**src/rtl/spi_xfer_arbiter.sv**
```systemverilog
// Round-robin arbiter that shares one SPI master/slave datapath among NUM_REQ clients,
// sequencing load, settle, shift and completion for one byte exchange per grant.
module spi_xfer_arbiter #(
  parameter int unsigned NUM_REQ   = 3,
  parameter int unsigned XFER_BITS = 8
) (
  input  logic                   clk,
  input  logic                   rst,
  input  logic [NUM_REQ-1:0]     req,
  input  logic [2*NUM_REQ-1:0]   req_slave,
  input  logic [8*NUM_REQ-1:0]   req_data,
  output logic [NUM_REQ-1:0]     grant,
  output logic [NUM_REQ-1:0]     done,
  output logic                   err,
  output logic [7:0]             rsp_data,
  output logic                   busy,
  output logic [1:0]             slave_selection,
  output logic                   loadM,
  output logic                   loadS,
  output logic                   sendM,
  output logic                   recieveM,
  output logic [7:0]             Master_Data,
  input  logic [7:0]             M_recieved_Data
);

  localparam int unsigned PtrW = (NUM_REQ > 1) ? $clog2(NUM_REQ) : 1;
  localparam int unsigned CntW = (XFER_BITS > 1) ? $clog2(XFER_BITS) : 1;

  localparam logic [2:0] StIdle  = 3'd0;
  localparam logic [2:0] StLoad  = 3'd1;
  localparam logic [2:0] StGap   = 3'd2;
  localparam logic [2:0] StShift = 3'd3;
  localparam logic [2:0] StDone  = 3'd4;
  localparam logic [2:0] StErr   = 3'd5;

  logic [2:0]         state_q, state_d;
  logic [PtrW-1:0]    ptr_q, ptr_d;
  logic [CntW-1:0]    cnt_q, cnt_d;
  logic [NUM_REQ-1:0] grant_q, grant_d;
  logic [1:0]         slave_q, slave_d;
  logic [7:0]         data_q, data_d;
  logic [7:0]         rsp_q, rsp_d;

  logic               found;
  logic [PtrW-1:0]    win, cand, win_nxt;
  logic [1:0]         win_slave;

  // First requester at or after ptr, searching circularly.
  always_comb begin
    found = 1'b0;
    win   = '0;
    cand  = '0;
    for (int unsigned i = 0; i < NUM_REQ; i++) begin
      cand = PtrW'((32'(ptr_q) + i) % NUM_REQ);
      if (!found && req[cand]) begin
        found = 1'b1;
        win   = cand;
      end
    end
  end

  assign win_nxt   = (32'(win) == NUM_REQ - 1) ? '0 : win + 1'b1;
  assign win_slave = req_slave[2*win +: 2];

  always_comb begin
    state_d = state_q;
    ptr_d   = ptr_q;
    cnt_d   = cnt_q;
    grant_d = grant_q;
    slave_d = slave_q;
    data_d  = data_q;
    rsp_d   = rsp_q;
    case (state_q)
      StIdle: begin
        if (found) begin
          grant_d      = '0;
          grant_d[win] = 1'b1;
          slave_d      = win_slave;
          data_d       = req_data[8*win +: 8];
          ptr_d        = win_nxt;
          state_d      = (win_slave == 2'b00) ? StErr : StLoad;
        end
      end
      StLoad: state_d = StGap;
      StGap: begin
        cnt_d   = '0;
        state_d = StShift;
      end
      StShift: begin
        if (cnt_q == CntW'(XFER_BITS - 1)) begin
          state_d = StDone;
        end else begin
          cnt_d = cnt_q + 1'b1;
        end
      end
      StDone: begin
        rsp_d   = M_recieved_Data;
        grant_d = '0;
        state_d = StIdle;
      end
      StErr: begin
        grant_d = '0;
        state_d = StIdle;
      end
      default: state_d = StIdle;
    endcase
  end

  always_ff @(posedge clk or negedge rst) begin
    if (!rst) begin
      state_q <= StIdle;
      ptr_q   <= '0;
      cnt_q   <= '0;
      grant_q <= '0;
      slave_q <= 2'b00;
      data_q  <= 8'h00;
      rsp_q   <= 8'h00;
    end else begin
      state_q <= state_d;
      ptr_q   <= ptr_d;
      cnt_q   <= cnt_d;
      grant_q <= grant_d;
      slave_q <= slave_d;
      data_q  <= data_d;
      rsp_q   <= rsp_d;
    end
  end

  logic dp_active;
  assign dp_active = (state_q == StLoad) || (state_q == StGap) ||
                     (state_q == StShift) || (state_q == StDone);

  assign grant           = grant_q;
  assign busy            = (state_q != StIdle);
  assign loadM           = (state_q == StLoad);
  assign loadS           = (state_q == StLoad);
  assign sendM           = (state_q == StShift);
  assign recieveM        = (state_q == StShift);
  assign slave_selection = dp_active ? slave_q : 2'b00;
  assign Master_Data     = dp_active ? data_q : 8'h00;
  assign done            = ((state_q == StDone) || (state_q == StErr)) ? grant_q : '0;
  assign err             = (state_q == StErr);
  // Received byte is visible in the done cycle itself, then held until the next done.
  assign rsp_data        = (state_q == StDone) ? M_recieved_Data : rsp_q;

endmodule

```
**config.mk**
```make
export PLATFORM = sky130hd
export DESIGN_NAME = spi_xfer_arbiter
export DESIGN_NICKNAME = d
export VERILOG_FILES = /design/src/rtl/spi_xfer_arbiter.sv
export SDC_FILE = /design/constraint.sdc
export NUM_CORES = 1
export LEC_CHECK = 0
export BUFFER_PORTS_ARGS = -buffer_cell sky130_fd_sc_hd__buf_2
export CAP_MARGIN = 10
export CELL_PAD_IN_SITES_DETAIL_PLACEMENT = 2
export CELL_PAD_IN_SITES_GLOBAL_PLACEMENT = 2
export CORE_UTILIZATION = 26
export CTS_CLUSTER_DIAMETER = 30
export DETAILED_ROUTE_END_ITERATION = 16
export GPL_TIMING_DRIVEN = 0
export PLACE_DENSITY_LB_ADDON = 0.1
export SLEW_MARGIN = 20
export SYNTH_ARGS = -nofsm -noshare
export SYNTH_HDL_FRONTEND = slang
export SYNTH_SLANG_ARGS = --single-unit
```
**constraint.sdc**
```tcl
create_clock -name clk -period 2.23 [get_ports clk]
set_input_delay 0.3345 -clock clk [delete_from_list [all_inputs] [get_ports clk]]
set_output_delay 0.3345 -clock clk [all_outputs]
set_load 0.01 [all_outputs]
```
### After elaboration in Yosys (flattened, before gate mapping)

Index checks and enable logic that the tools add are counted.

| storage, ports and cells | value |
|---|---|
| output and inout bits | 30 |
| register bits | 29 |
| input port bits | 43 |
| logic and storage cells | 77 |

| cells by class | value |
|---|---|
| reductions and logical operators | 19 |
| divide/modulo/power cells | 3 |
| multiplexer cells | 27 |
| equal/unequal tests | 10 |
| $add $sub $neg | 4 |
| shift operators | 2 |
| order comparisons | 5 |

Operators by type and width:

| cell | count |
|---|---|
| 32-bit by 2-bit remainder unit with 32-bit output (second input constant) | 2 |
| 2-bit by 2-bit remainder unit with 32-bit output (second input constant) | 1 |
| 24-bit by 6-bit indexed part select with 8-bit output | 1 |
| 3-bit 2-to-1 mux | 6 |
| 8-bit 2-to-1 mux | 2 |
| 2-bit by 3-bit < comparator with 1-bit output (second input constant) | 4 |
| 3-bit case mux with 2 select lines | 2 |
| 3-bit case mux with 4 select lines | 1 |
| 2-bit 2-to-1 mux | 5 |
| 3-bit equality test (second input constant) | 3 |
| 2-bit AND reduction | 4 |
| 1-bit 2-to-1 mux | 7 |
| 1-bit binary-select mux with 2-bit select | 3 |
| 3-bit by 2-bit equality test with 1-bit output (second input constant) | 2 |
| 6-bit by 4-bit indexed part select with 2-bit output | 1 |
| 1-bit logical OR | 4 |
| 2-bit != test (second input constant) | 2 |
| 2-bit nonzero test | 2 |
| 2-bit by 1-bit adder with 3-bit output (second input constant) | 1 |
| 2-bit by 2-bit adder with 3-bit output (second input constant) | 1 |
| 3-bit by 1-bit adder with 3-bit output (second input constant) | 1 |
| 3-bit by 1-bit equality test with 1-bit output (second input constant) | 1 |
| 1-bit logical AND | 3 |
| 3-bit zero test | 1 |
| 9 further kinds | 10 |

### Longest topological paths before layout

| logic depth | value |
|---|---|
| depth after elaboration | 16 |
| depth in mapped cells | 10 |
| gate-level depth less buffers | 8 |

### Least setup slack after synthesis

OpenSTA, ideal clock, no wires.

| timing path | value |
|---|---|
| path type | reg-to-reg |
| start point | reg ptr_q[0] |
| end point | reg data_q[1] |
| arrival time | 2.139 ns |
| buffers on the path | 1 |
| cell stages (with the launch flop) | 10 |
| library setup time | 0.126 ns |
| required time | 2.104 ns |
| path slack | -0.035 ns |
| period minus slack after synthesis | 2.265 ns |
| path through | dfrtp_1 > inv_1 > ha_1 > buf_2 > mux2i_1 > o22a_2 > a311o_1 > nand2_1 > a221oi_1 > o21ai_1 |

| between the ends | value |
|---|---|
| cells in the longest elaborated chain, start to end | 11 |
| elaborated cells between the ends (all ways) | 23 |
| classes of those cells | 2 x add/sub; 3 x div; 1 x shift; 12 x mux; 5 x reduce/logical |

RTL lines:

| item | line | text |
|---|---|---|
| start: declaration | 37 | `logic [PtrW-1:0] ptr_q, ptr_d;` |
| start signal: assignment | 120 | `ptr_q <= ptr_d;` |
| parallel branches: the longest is 11 deep, another holds 32-bit by 2-bit remainder unit with 32-bit output | - |  |
| end signal: assignment | 124 | `data_q <= data_d;` |
| end: declaration | 41 | `logic [7:0] data_q, data_d;` |

Parallel ways; which one is timed is not known. The select of a mux whose other input is x is not followed.
A chain may end at the register's enable or synchronous reset.

### Worst setup path after layout

| timing path | value |
|---|---|
| start point | reg ptr_q[0] |
| end point | reg data_q[5] |

The elaborated chain is that of the path after synthesis.

==> flow_summary.ini <==
[run_status]
run_status = finished, violations left
violations = negative setup slack

[global_route]
grtUsageTotal_pct = 17.3
grt_pass1_vias = 2018
antenna_found_initial = 0
overflow = 0
grt_pass1_wl_um = 10200
grt_max_degree = 30

[detailed_routing]
drcViolationCount = 0
vias = 1940
dr.pass1.iters = 4
viasPerCell = 4.87
routedWlPerCell_um = 17.3
ant_nets = 0
drt_wl_total_um = 6900
drt_iter0_markers = 48

[synth]
synth_mux_area_share_pct = 11.9
yosysSeqAreaShare_pct = 38.2
yosysWarnings = 0
synth-edff-count = 0
synth_top_area_cell = dfrtp_1
yosysMostFrequentCell = dfrtp_1
synth-xor-area-share_pct = 0.461
synthCells = 200
synth_nets = 249
synth_area_um2 = 1900
synthAdderAreaFrac_pct = 3.95
ys_ff_latch = 29
yosysTopAreaCellShare_pct = 38.2
yosys-top-cells-area = dfrtp_1 (38%), mux2_2 (6.5%), and2_1 (4.6%)
yosys-top-cells-count = dfrtp_1 (29), and2_1 (14), nand2_1 (14), nor2_1 (14), mux2_2 (11)
ys_types = 45
yosys.area_share.simple_pct = 21.0
synthFlopType = dfrtp_1
synth_compound_area_share_pct = 19.9
synthArstFlopShare_pct = 100
synth_top_family_by_area = simple AND/OR/NAND/NOR gates
syn_area_per_cell_um2 = 9.50

[floorplan]
start_util_pct = 27.4
die_area_um2 = 7660
rows = 30
coreArea_um2 = 6940
die_y_um = 87.5
die_w_um = 87.5
io_pins = 73

[setup_path]
startpoint_type = flop
crit_chain = buf_6, ha_4, buf_6, a211o_1, a311o_2, and3_4, a221oi_2, o21ai_1
required_ps = 2380
cp.arrival_ps = 2540
crit_fanout = 7
slowest_delay_ps = 510
path_class = flop to flop
worst-path-buf-inv = 2
crit_top_cell = buf_6
cp_top_family = compound AO/OA/AOI/OAI gates
crit_path_top_delay_cell = a311o_2
critical_path.endpoint_type = flop

[final_layout]
final_util_pct = 42.9
antenna_cells = 0
area_delta_synth_final_pct = 56.9
layout-drive-gt1-share_pct = 56.6
fin_nets = 350
layoutNonFillerInstCount = 398

[placed_design]
dpl.hpwl_um = 4620
portBuffers = 72
place.gp.congestion = 0.725
place_inst = 368

[clock_tree]
clk_latency_ps = 280
cts_buffers = 5
cts_tree = yes
cts.sinks = 29
clockBufferDepth = 2
clockRootBuffer = clkbuf_8
h-tree-depth = 2
path_clk_slew_ps = 70

[sta]
fin_crit_ps = 2390
slew_headroom_pct = 53.6
post-route-period-util_pct = 107
hold_viol_final = 0
rsz0062_at_grt = yes
fmax_mhz = 418
finalMaxSlewViolations = 0
finalWorstSetupSlack_ps = -160
whs_ps = 90.8
clock_skew_ps = 3.53
finalSetupTns_ps = -710
setup_viol = 8
worstMarginPinSlew_ps = 696

[power]
power.leakage_nw = 1.42
powerDensity_nw_per_um2 = 1500
irDropWorstVdd_v = 0.000667

[worst_hold_path]
hold_path.class = primary input to async pin

[flow_run]
maxCapViolations = 0
stage by stage:
stage	instance area (um^2)	setup slack, ps	power, W
4_1_cts	2820	-191	0.00400
6_report	2980	-160	0.00447
5_1_grt	2980	-233	0.00477
3_5_place_dp	2390	-645	0.00293
2_1_floorplan	1910	-13.0	0.00229
3_3_place_gp	2390	-596	0.00289
flip-flops by register name, summed over array words and instances (netlist names):
register,count
cnt_q,3
data_q,8
grant,3
ptr_q,2
rsp_q,8
slave_q,2
state_q,3
worst reg2reg max path: cells and delay by family, from the launching register on:
family	cells	cell delay (ps)
DFF	1	410
and+or+nand+nor	1	190
AOI/OAI and AO/OA	4	1220
adders and majority gates	1	190
buffers and inverters	2	270
final cells by class:
type	count	area (um^2)
Clock inverter	3	17.5
Tap cell	96	120
Buffer	6	53.8
Multi-Input combinational cell	154	1380
Timing Repair Buffer	99	594
Fill cell	794	3960
Sequential cell	29	727
Clock buffer	5	68.8
Inverter	6	22.5
final timing paths:
path,slack [ps],from,cells after the start,end
min in group clk,290,req_data[0],3,data_q[0]
max,-160,ptr_q[0],8,data_q[5]
max reg2reg,-160,ptr_q[0],8,data_q[5]
min reg2reg,490,data_q[3],2,data_q[3]
min,90,rst,1,cnt_q[1]
max in group asynchronous,1650,rst,1,ptr_q[1]
timing repair:
item | 4_1_cts | 5_1_grt
cloned | 0 | 0
hold buffers | 0 | 0
hold endpoints to repair | 0 | 0
setup buffers | 16 | 12
pin swaps | 18 | 16
gates resized for setup | 50 | 23
setup endpoints to repair | 35 | 34
per-layer routing:
metal  routed length, um  up-vias  part of all wire, %  GRT usage [%]
met1                3160      958                   46           21.4
met2                3480       47                   50           30.9
met4                  56        0                 0.81           4.17
met5                   0        -                    0              0
li1                    -      931                    -              -
met3                 203        4                  2.9           2.94
power by group:
part	switching [W]	leakage, nW	internal (W)
Clock	0.000226	0.0439	0.000215
Sequential	0.000150	0.361	0.000730
Combinational	0.00159	1.01	0.00155
cells in the final DEF, fill, tap and decap left out, types with 3 or more instances in the layout:
cell and n:
a21oi_1 6, a221oi_2 4, a22o_1 6, and2_1 13, and3_1 3, and3_4 4
buf_2 72, buf_4 23, buf_6 6, clkbuf_8 5, dfrtp_1 28, ha_1 4
inv_1 4, mux2_2 9, mux2i_1 5, mux2i_4 3, nand2_1 12, nand2b_1 3
nand3_1 8, nand3b_1 3, nor2_1 10, o211ai_1 4, o21ai_1 8, o21ai_2 3
logic make-up after synthesis:
logic type               count (synthesis)
multiplexers                            20
XOR/XNOR                                 1
adder cells (fa/ha/maj)                  6
flip-flops                              29
AO/OA/AOI/OAI                           52
buffers and inverters                   17
AND/OR/NAND/NOR                         75
Note: power is estimated with default switching activity, not from simulation.
